==> config.mk <==
export PLATFORM = sky130hd
export DESIGN_NAME = elevator_request_scheduler
export DESIGN_NICKNAME = d
export VERILOG_FILES = /design/src/rtl/elevator_pkg.sv /design/src/rtl/elevator_floor_selector.sv /design/src/rtl/elevator_request_scheduler.sv
export SDC_FILE = /design/constraint.sdc
export NUM_CORES = 1
export LEC_CHECK = 0
export ABC_AREA = 0
export BUFFER_PORTS_ARGS = -buffer_cell sky130_fd_sc_hd__buf_2
export CAP_MARGIN = 20
export CORE_MARGIN = 2
export CORE_UTILIZATION = 25
export DETAILED_ROUTE_END_ITERATION = 8
export HOLD_SLACK_MARGIN = 0.15
export PLACE_DENSITY = 0.49
export SLEW_MARGIN = 20
export SYNTH_ARGS = -nofsm -noshare
export SYNTH_HDL_FRONTEND = slang
export SYNTH_SLANG_ARGS = --single-unit
==> constraint.sdc <==
create_clock -name clk -period 3 [get_ports clk]
set_input_delay 0.15 -clock clk [delete_from_list [all_inputs] [get_ports clk]]
set_output_delay 0.15 -clock clk [all_outputs]
set_load 0.05 [all_outputs]
==> src/rtl/elevator_pkg.sv <==
// Shared types and default sizing for the elevator blocks (scheduler, movement FSM, 7-segment decoder).
package elevator_pkg;

    localparam int DEFAULT_NUM_FLOORS = 5;
    localparam int DEFAULT_FLOOR_W    = 4;

    typedef enum logic [1:0] {
        IDLE,
        SERVE,
        DOOR
    } sched_state_t;

endpackage

==> src/rtl/elevator_floor_selector.sv <==
// SCAN target picker: nearest pending floor in the travel direction, reversing only when
// nothing is left ahead.
module elevator_floor_selector
    import elevator_pkg::*;
#(
    parameter int NUM_FLOORS = DEFAULT_NUM_FLOORS,
    parameter int FLOOR_W    = DEFAULT_FLOOR_W
) (
    input  logic [NUM_FLOORS-1:0] pending,
    input  logic [FLOOR_W-1:0]    current_floor,
    input  logic                  dir_up,
    output logic [FLOOR_W-1:0]    target,
    output logic                  target_valid,
    output logic                  next_dir_up
);

    logic               above;
    logic               below;
    logic [FLOOR_W-1:0] above_floor;
    logic [FLOOR_W-1:0] below_floor;

    always_comb begin
        above       = 1'b0;
        below       = 1'b0;
        above_floor = '0;
        below_floor = '0;
        // Scan order makes the last match the nearest one on each side.
        for (int i = NUM_FLOORS - 1; i >= 0; i--) begin
            if (pending[i] && (i > int'(current_floor))) begin
                above       = 1'b1;
                above_floor = FLOOR_W'(i);
            end
        end
        for (int i = 0; i < NUM_FLOORS; i++) begin
            if (pending[i] && (i < int'(current_floor))) begin
                below       = 1'b1;
                below_floor = FLOOR_W'(i);
            end
        end
    end

    always_comb begin
        target       = '0;
        target_valid = 1'b0;
        next_dir_up  = dir_up;
        if (dir_up && above) begin
            target       = above_floor;
            target_valid = 1'b1;
            next_dir_up  = 1'b1;
        end else if (below) begin
            target       = below_floor;
            target_valid = 1'b1;
            next_dir_up  = 1'b0;
        end else if (above) begin
            target       = above_floor;
            target_valid = 1'b1;
            next_dir_up  = 1'b1;
        end
    end

endmodule

==> src/rtl/elevator_request_scheduler.sv <==
// Latches call buttons, drives the SCAN target to the movement FSM and times the door dwell.
// The state output is a debug view of the scheduler FSM.
module elevator_request_scheduler
    import elevator_pkg::*;
#(
    parameter int NUM_FLOORS   = DEFAULT_NUM_FLOORS,
    parameter int FLOOR_W      = DEFAULT_FLOOR_W,
    parameter int DWELL_CYCLES = 20000000
) (
    input  logic                  clk,
    input  logic                  rst,
    input  logic [NUM_FLOORS-1:0] call_buttons,
    input  logic [FLOOR_W-1:0]    current_floor,
    input  logic                  car_idle,
    output logic [FLOOR_W-1:0]    requested_floor,
    output logic [NUM_FLOORS-1:0] pending,
    output logic                  door_open,
    output logic                  dir_up,
    output sched_state_t          state
);

    localparam int                 DWELL_W    = (DWELL_CYCLES > 1) ? $clog2(DWELL_CYCLES) : 1;
    localparam logic [DWELL_W-1:0] DWELL_LOAD = DWELL_W'(DWELL_CYCLES - 1);

    sched_state_t          state_n;
    logic [FLOOR_W-1:0]    requested_n;
    logic [NUM_FLOORS-1:0] pending_n;
    logic                  door_n;
    logic                  dir_n;
    logic [DWELL_W-1:0]    dwell;
    logic [DWELL_W-1:0]    dwell_n;

    logic [NUM_FLOORS-1:0] cur_mask;
    logic                  cur_hit;
    logic [NUM_FLOORS-1:0] press_mask;
    logic [FLOOR_W-1:0]    sel_target;
    logic                  sel_valid;
    logic                  sel_dir;

    elevator_floor_selector #(
        .NUM_FLOORS(NUM_FLOORS),
        .FLOOR_W   (FLOOR_W)
    ) u_selector (
        .pending      (pending),
        .current_floor(current_floor),
        .dir_up       (dir_up),
        .target       (sel_target),
        .target_valid (sel_valid),
        .next_dir_up  (sel_dir)
    );

    // Out-of-range floors produce an all-zero mask, i.e. no request bit.
    always_comb begin
        cur_mask = '0;
        for (int i = 0; i < NUM_FLOORS; i++) begin
            cur_mask[i] = (int'(current_floor) == i);
        end
    end

    assign cur_hit    = |(pending & cur_mask);
    assign press_mask = (state == DOOR) ? ~cur_mask : '1;

    always_comb begin
        state_n     = state;
        requested_n = requested_floor;
        door_n      = door_open;
        dir_n       = dir_up;
        dwell_n     = dwell;
        pending_n   = pending | (call_buttons & press_mask);

        case (state)
            IDLE: begin
                if (cur_hit) begin
                    state_n     = DOOR;
                    pending_n   = pending_n & ~cur_mask;
                    door_n      = 1'b1;
                    dwell_n     = DWELL_LOAD;
                    requested_n = current_floor;
                end else if (sel_valid) begin
                    state_n     = SERVE;
                    requested_n = sel_target;
                    dir_n       = sel_dir;
                end else begin
                    requested_n = current_floor;
                end
            end
            SERVE: begin
                // The clear wins over a same-cycle press at the arrival floor.
                if (car_idle && (current_floor == requested_floor) && cur_hit) begin
                    state_n     = DOOR;
                    pending_n   = pending_n & ~cur_mask;
                    door_n      = 1'b1;
                    dwell_n     = DWELL_LOAD;
                    requested_n = current_floor;
                end else if (sel_valid) begin
                    requested_n = sel_target;
                    dir_n       = sel_dir;
                end else if (pending == '0) begin
                    state_n     = IDLE;
                    requested_n = current_floor;
                end
            end
            DOOR: begin
                requested_n = current_floor;
                if (dwell == '0) begin
                    door_n  = 1'b0;
                    state_n = IDLE;
                end else begin
                    dwell_n = dwell - DWELL_W'(1);
                end
            end
            default: begin
                state_n = IDLE;
            end
        endcase
    end

    always_ff @(posedge clk) begin
        if (rst) begin
            state           <= IDLE;
            requested_floor <= '0;
            pending         <= '0;
            door_open       <= 1'b0;
            dir_up          <= 1'b1;
            dwell           <= '0;
        end else begin
            state           <= state_n;
            requested_floor <= requested_n;
            pending         <= pending_n;
            door_open       <= door_n;
            dir_up          <= dir_n;
            dwell           <= dwell_n;
        end
    end

endmodule

# Yosys cells after proc, flatten, opt, wreduce, memory -nomap -nowiden
# Cells that the tools add are included.
# op_classes
n_bitwise	5
reduce_logical	24
addsub	1
n_eq_ne	17
n_mux	55
n_lt_le_gt_ge	9
# ops
op	n
$mux W25	3
$pmux W25 S3	1
$mux W4	7
$logic_not A25 Y1	1
$sub A25 B1 Y25 const B	1
$mux W1	22
$mux W3	6
$mux W2	8
$and A5 B5 Y5	3
$mux W5	3
$logic_and A1 B1 Y1	12
$pmux W4 S3	1
$reduce_and A4 Y1	3
$ne A2 B2 Y1 const B	5
$pmux W5 S2	1
$ne A3 B3 Y1 const B	3
$eq A4 B3 Y1 const B	2
$gt A2 B4 Y1 const A	2
$lt A1 B4 Y1 const A	2
$lt A2 B4 Y1 const A	2
$pmux W2 S3	1
$logic_not A5 Y1	1
$not A5 Y5	1
$or A5 B5 Y5	1
other kinds (19)	19
# word_totals
register_bits	38
out_inout_bits	13

# Logic depth before layout (Yosys ltp)
# depth
word_depth	12
ltp_mapped	10
ltp_nobuf	9

# Modules after synthesis
# From an unflattened synthesis, not the netlist that was laid out.
# hier_totals
cells_unflattened	329
hier_area_um2	2677.6
# by_module_without_submodules
mod	area_each_um2	seq_area_each_um2	n_inst	cells_per_inst
elevator_request_scheduler	2411.1	760.7	1	287
elevator_floor_selector	266.5	0.0	1	42

# Least setup slack after synthesis
# OpenSTA, ideal clock, no wires.
# synth_path
path_type	register to register
startpoint	register pending[2]
endpoint	register dwell[18]
period_less_slack_ns	2.400
t_required_ns	2.872
setup_time_ns	0.128
stages_incl_launch_ff	10
t_arrival_ns	2.272
setup_slack_ns	0.600
cell_sequence	dfxtp_1 clkbuf_1 mux2i_1 o22ai_1 o211a_1 o21bai_2 buf_2 nor4_1 xnor2_1 nor2_1
# synth_between
elab_chain_cells	5
# synth_lines
element	line	text
start: declaration	elevator_request_scheduler.sv:16	output logic [NUM_FLOORS-1:0] pending,
start signal: assignment	elevator_request_scheduler.sv:129	pending <= pending_n;
$and A5 B5 Y5 (*)	elevator_request_scheduler.sv:60	assign cur_hit = |(pending & cur_mask);
$reduce_or A5 Y1 (*)	elevator_request_scheduler.sv:60	
$logic_and A1 B1 Y1	elevator_request_scheduler.sv:89	if (car_idle && (current_floor == requested_floor) && cur_hit) begin
$ne A2 B2 Y1 (no source line)	-	
$reduce_and A4 Y1 (no source line) (*)	-	
end signal: assignment	elevator_request_scheduler.sv:132	dwell <= dwell_n;
end: declaration	elevator_request_scheduler.sv:30	logic [DWELL_W-1:0] dwell;
# Mark *: on every way between the ends. The rest lies on a longest branch, timed or not.
# A chain may end at the register's enable or synchronous reset.

# Worst setup path in the final report
# layout_path
startpoint	register dwell[3]
endpoint	register state[1]
# layout_between
elab_chain_cells	3
# layout_lines
element	line	text
$logic_not A25 Y1	elevator_request_scheduler.sv:105	if (dwell == '0) begin
$ne A2 B1 Y1 (no source line)	-	
$reduce_and A4 Y1 (no source line)	-	
end signal: assignment	elevator_request_scheduler.sv:127	state <= state_n;
end: declaration	elevator_request_scheduler.sv:19	output sched_state_t state
# No other way between the ends.

==> flow_metrics.env <==
export IMPL_die_area_um2=10900
export IMPL_clockBufferDepth=2
export IMPL_grt_ovfl_total=0
export IMPL_place_congestion=0.805
export IMPL_route_detailed_drc=0
export IMPL_syn_to_final_growth_pct=15.1
export IMPL_ant_nets=0
export IMPL_power_leakage_nw=1.09
export IMPL_postCtsHoldBufs=0
export IMPL_grt_max_degree=32
export IMPL_synth_top_area_share=0.302
export IMPL_synth_cell_types=58
export IMPL_synth_warnings=0
export IMPL_ys_ff_latch=38
export IMPL_clk_pin_slew_ns=0.08
export IMPL_tightestPinTransition_ns=0.668
export IMPL_endpoint_kind="flop"
export IMPL_drive_gt1_frac=0.140
export IMPL_pin_count=25
export IMPL_place_area_um2=2750
export IMPL_avgViaCountPerCell=5.10
export IMPL_antennaDiodeCount=0
export IMPL_power_density_nw_per_um2=743
export IMPL_drtIter0Drc=97
export IMPL_port_buffers=24
export IMPL_skew_ns=0.00742
export IMPL_numClockSinks=38
export IMPL_critPathKind="flop to flop"
export IMPL_hold_class="input port to flop"
export IMPL_drv_cap=0
export IMPL_final_cell_area_um2=2900
export IMPL_synth_area_per_cell_um2=7.67
export IMPL_finalCritPeriodShare=0.849
export IMPL_critPathArrivalTime_ns=2.72
export IMPL_h_tree_depth=2
export IMPL_layout_min_cycle_time_ns=2.55
export IMPL_hold_viol=0
export IMPL_setup_viol=0
export IMPL_yosysTopAreaCell="dfxtp_1"
export IMPL_first_pass_iters=4
export IMPL_wire_per_inst_um=14.1
export IMPL_cts_resized_gates=0
export IMPL_grt_pass1_vias=2157
export IMPL_synth_ff_type="dfxtp_1"
export IMPL_synth_common_cells="38 x dfxtp_1, 33 x a21oi_1, 31 x nor2_1"
export IMPL_start_util=0.257
export IMPL_grtUsageTotal=0.122
export IMPL_synth_nets=345
export IMPL_cts_buffers_inserted=5
export IMPL_relSlewSlack=0.554
export IMPL_cts_root_buf="clkbuf_8"
export IMPL_yosysMostFrequentCell="dfxtp_1"
export IMPL_rows=36
export IMPL_vias=2432
export IMPL_whs_ns=0.168
export IMPL_whs_path_depth=3
export IMPL_core_um2=9770
export IMPL_dp_hpwl_um=4870
export IMPL_nets=360
export IMPL_die_w_um=104
export IMPL_reg2reg_depth=7
export IMPL_crit_required_ns=3.17
export IMPL_die_y_um=104
export IMPL_syn_area_um2=2520
export IMPL_antenna_found_initial=0
export IMPL_cp_start_kind="flop"
export IMPL_setup_tns_ns=0
export IMPL_slew_viol_final=0
export IMPL_setup_ws_ns=0.452
export IMPL_critPathMaxFanout=6
export IMPL_rsz0062_at_grt="no"
export IMPL_routed_wl_um=6750
export IMPL_postCtsSetupRepairBufs=0
export IMPL_cts_tree="done"
export IMPL_syn_inst=328
export IMPL_status="completed"
export IMPL_synth_edf_count=0
export IMPL_yosys_top_cells_area="dfxtp_1 30%, a21oi_1 6.6%, nor2_1 4.6%"
export IMPL_grt_pass1_wl_um=11000
export IMPL_timing_fmax_mhz=392
export IMPL_place_ws_ns=0.472
export IMPL_vdd_drop_max_v=0.000231
export IMPL_async_flop_share=0
export IMPL_synth_seq_area_share=0.302
export IMPL_clk_latency_ns=0.29
==> flip-flops by register name, summed over array words and instances (netlist names) <==
register	flops
dir_up	1
door_open	1
dwell	25
pending	5
requested_floor	4
state	2
==> kinds of logic (layout without fill, tap and decap cells) <==
logic type	count (synthesis)	in the layout	synth area share
and+or+nand+nor	130	130	0.279
AOI/OAI and AO/OA	100	100	0.261
DFF	38	38	0.302
buffers and inverters	33	49	0.0542
xor gates and xnor gates	18	18	0.0627
adders and majority gates	5	5	0.0249
muxes	4	4	0.0159
==> critical path, cell delays in order (launching register included) <==
cell and delay [ns]:
dfxtp_1 0.36, or4_4 0.56, nor3_1 0.38, and2_1 0.21, nand2_1 0.10, a221oi_1 0.51, mux2i_1 0.24, nor2_1 0.05
==> metal layers <==
layer,share of wire,vias to the layer above,global-route usage
li1,-,1236,-
met5,0,-,0
met1,0.50,1151,0.169
met2,0.46,40,0.196
met3,0.034,5,0.0219
met4,0.010,0,0.0290
==> metrics by stage <==
| step | instances | utilization | total power [mW] |
|---|---|---|---|
| after floorplan | 328 | - | 1.41 |
| after global placement | 469 | 0.282 | 1.60 |
| after detailed placement | 469 | 0.282 | 1.61 |
| after CTS | 477 | 0.296 | 2.17 |
| after global routing | 477 | 0.296 | 2.30 |
| final | 477 | 0.296 | 2.15 |
==> cell usage in the layout (no fill, tap or decap), types with 7 or more instances in the layout <==
master	instances
o21ai_0	19
nor2_1	31
xnor2_1	9
inv_1	11
a21oi_1	33
nand3_1	10
dfxtp_1	38
nor3_1	11
a311oi_1	7
nor4_1	10
nand2_1	24
buf_2	24
nand2b_1	10
xor2_1	9
==> where the power goes <==
part,internal (mW),switching (mW)
clock,0.355,0.194
combinational,0.339,0.536
sequential,0.613,0.116
total,1.31,0.846
==> layout make-up <==
cell class	count	area, um^2
Clock buffer	6	82.6
Fill cell	1071	6880
Tap cell	133	166
Multi-Input combinational cell	257	1620
Clock inverter	2	60.1
Inverter	11	41.3
Sequential cell	38	761
Timing Repair Buffer	30	165
==> final timing paths <==
path	from	endpoint	slack, ns
max reg2reg	dwell[3]$_SDFFE_PP0P_	state[1]$_SDFFE_PP0P_	0.45
min reg2reg	dwell[24]$_SDFFE_PP0P_	dwell[24]$_SDFFE_PP0P_	0.49
max	dwell[3]$_SDFFE_PP0P_	state[1]$_SDFFE_PP0P_	0.45
min	call_buttons[1]	pending[1]$_SDFF_PP0_	0.17
No activity file was read; power rests on OpenSTA's default activity.
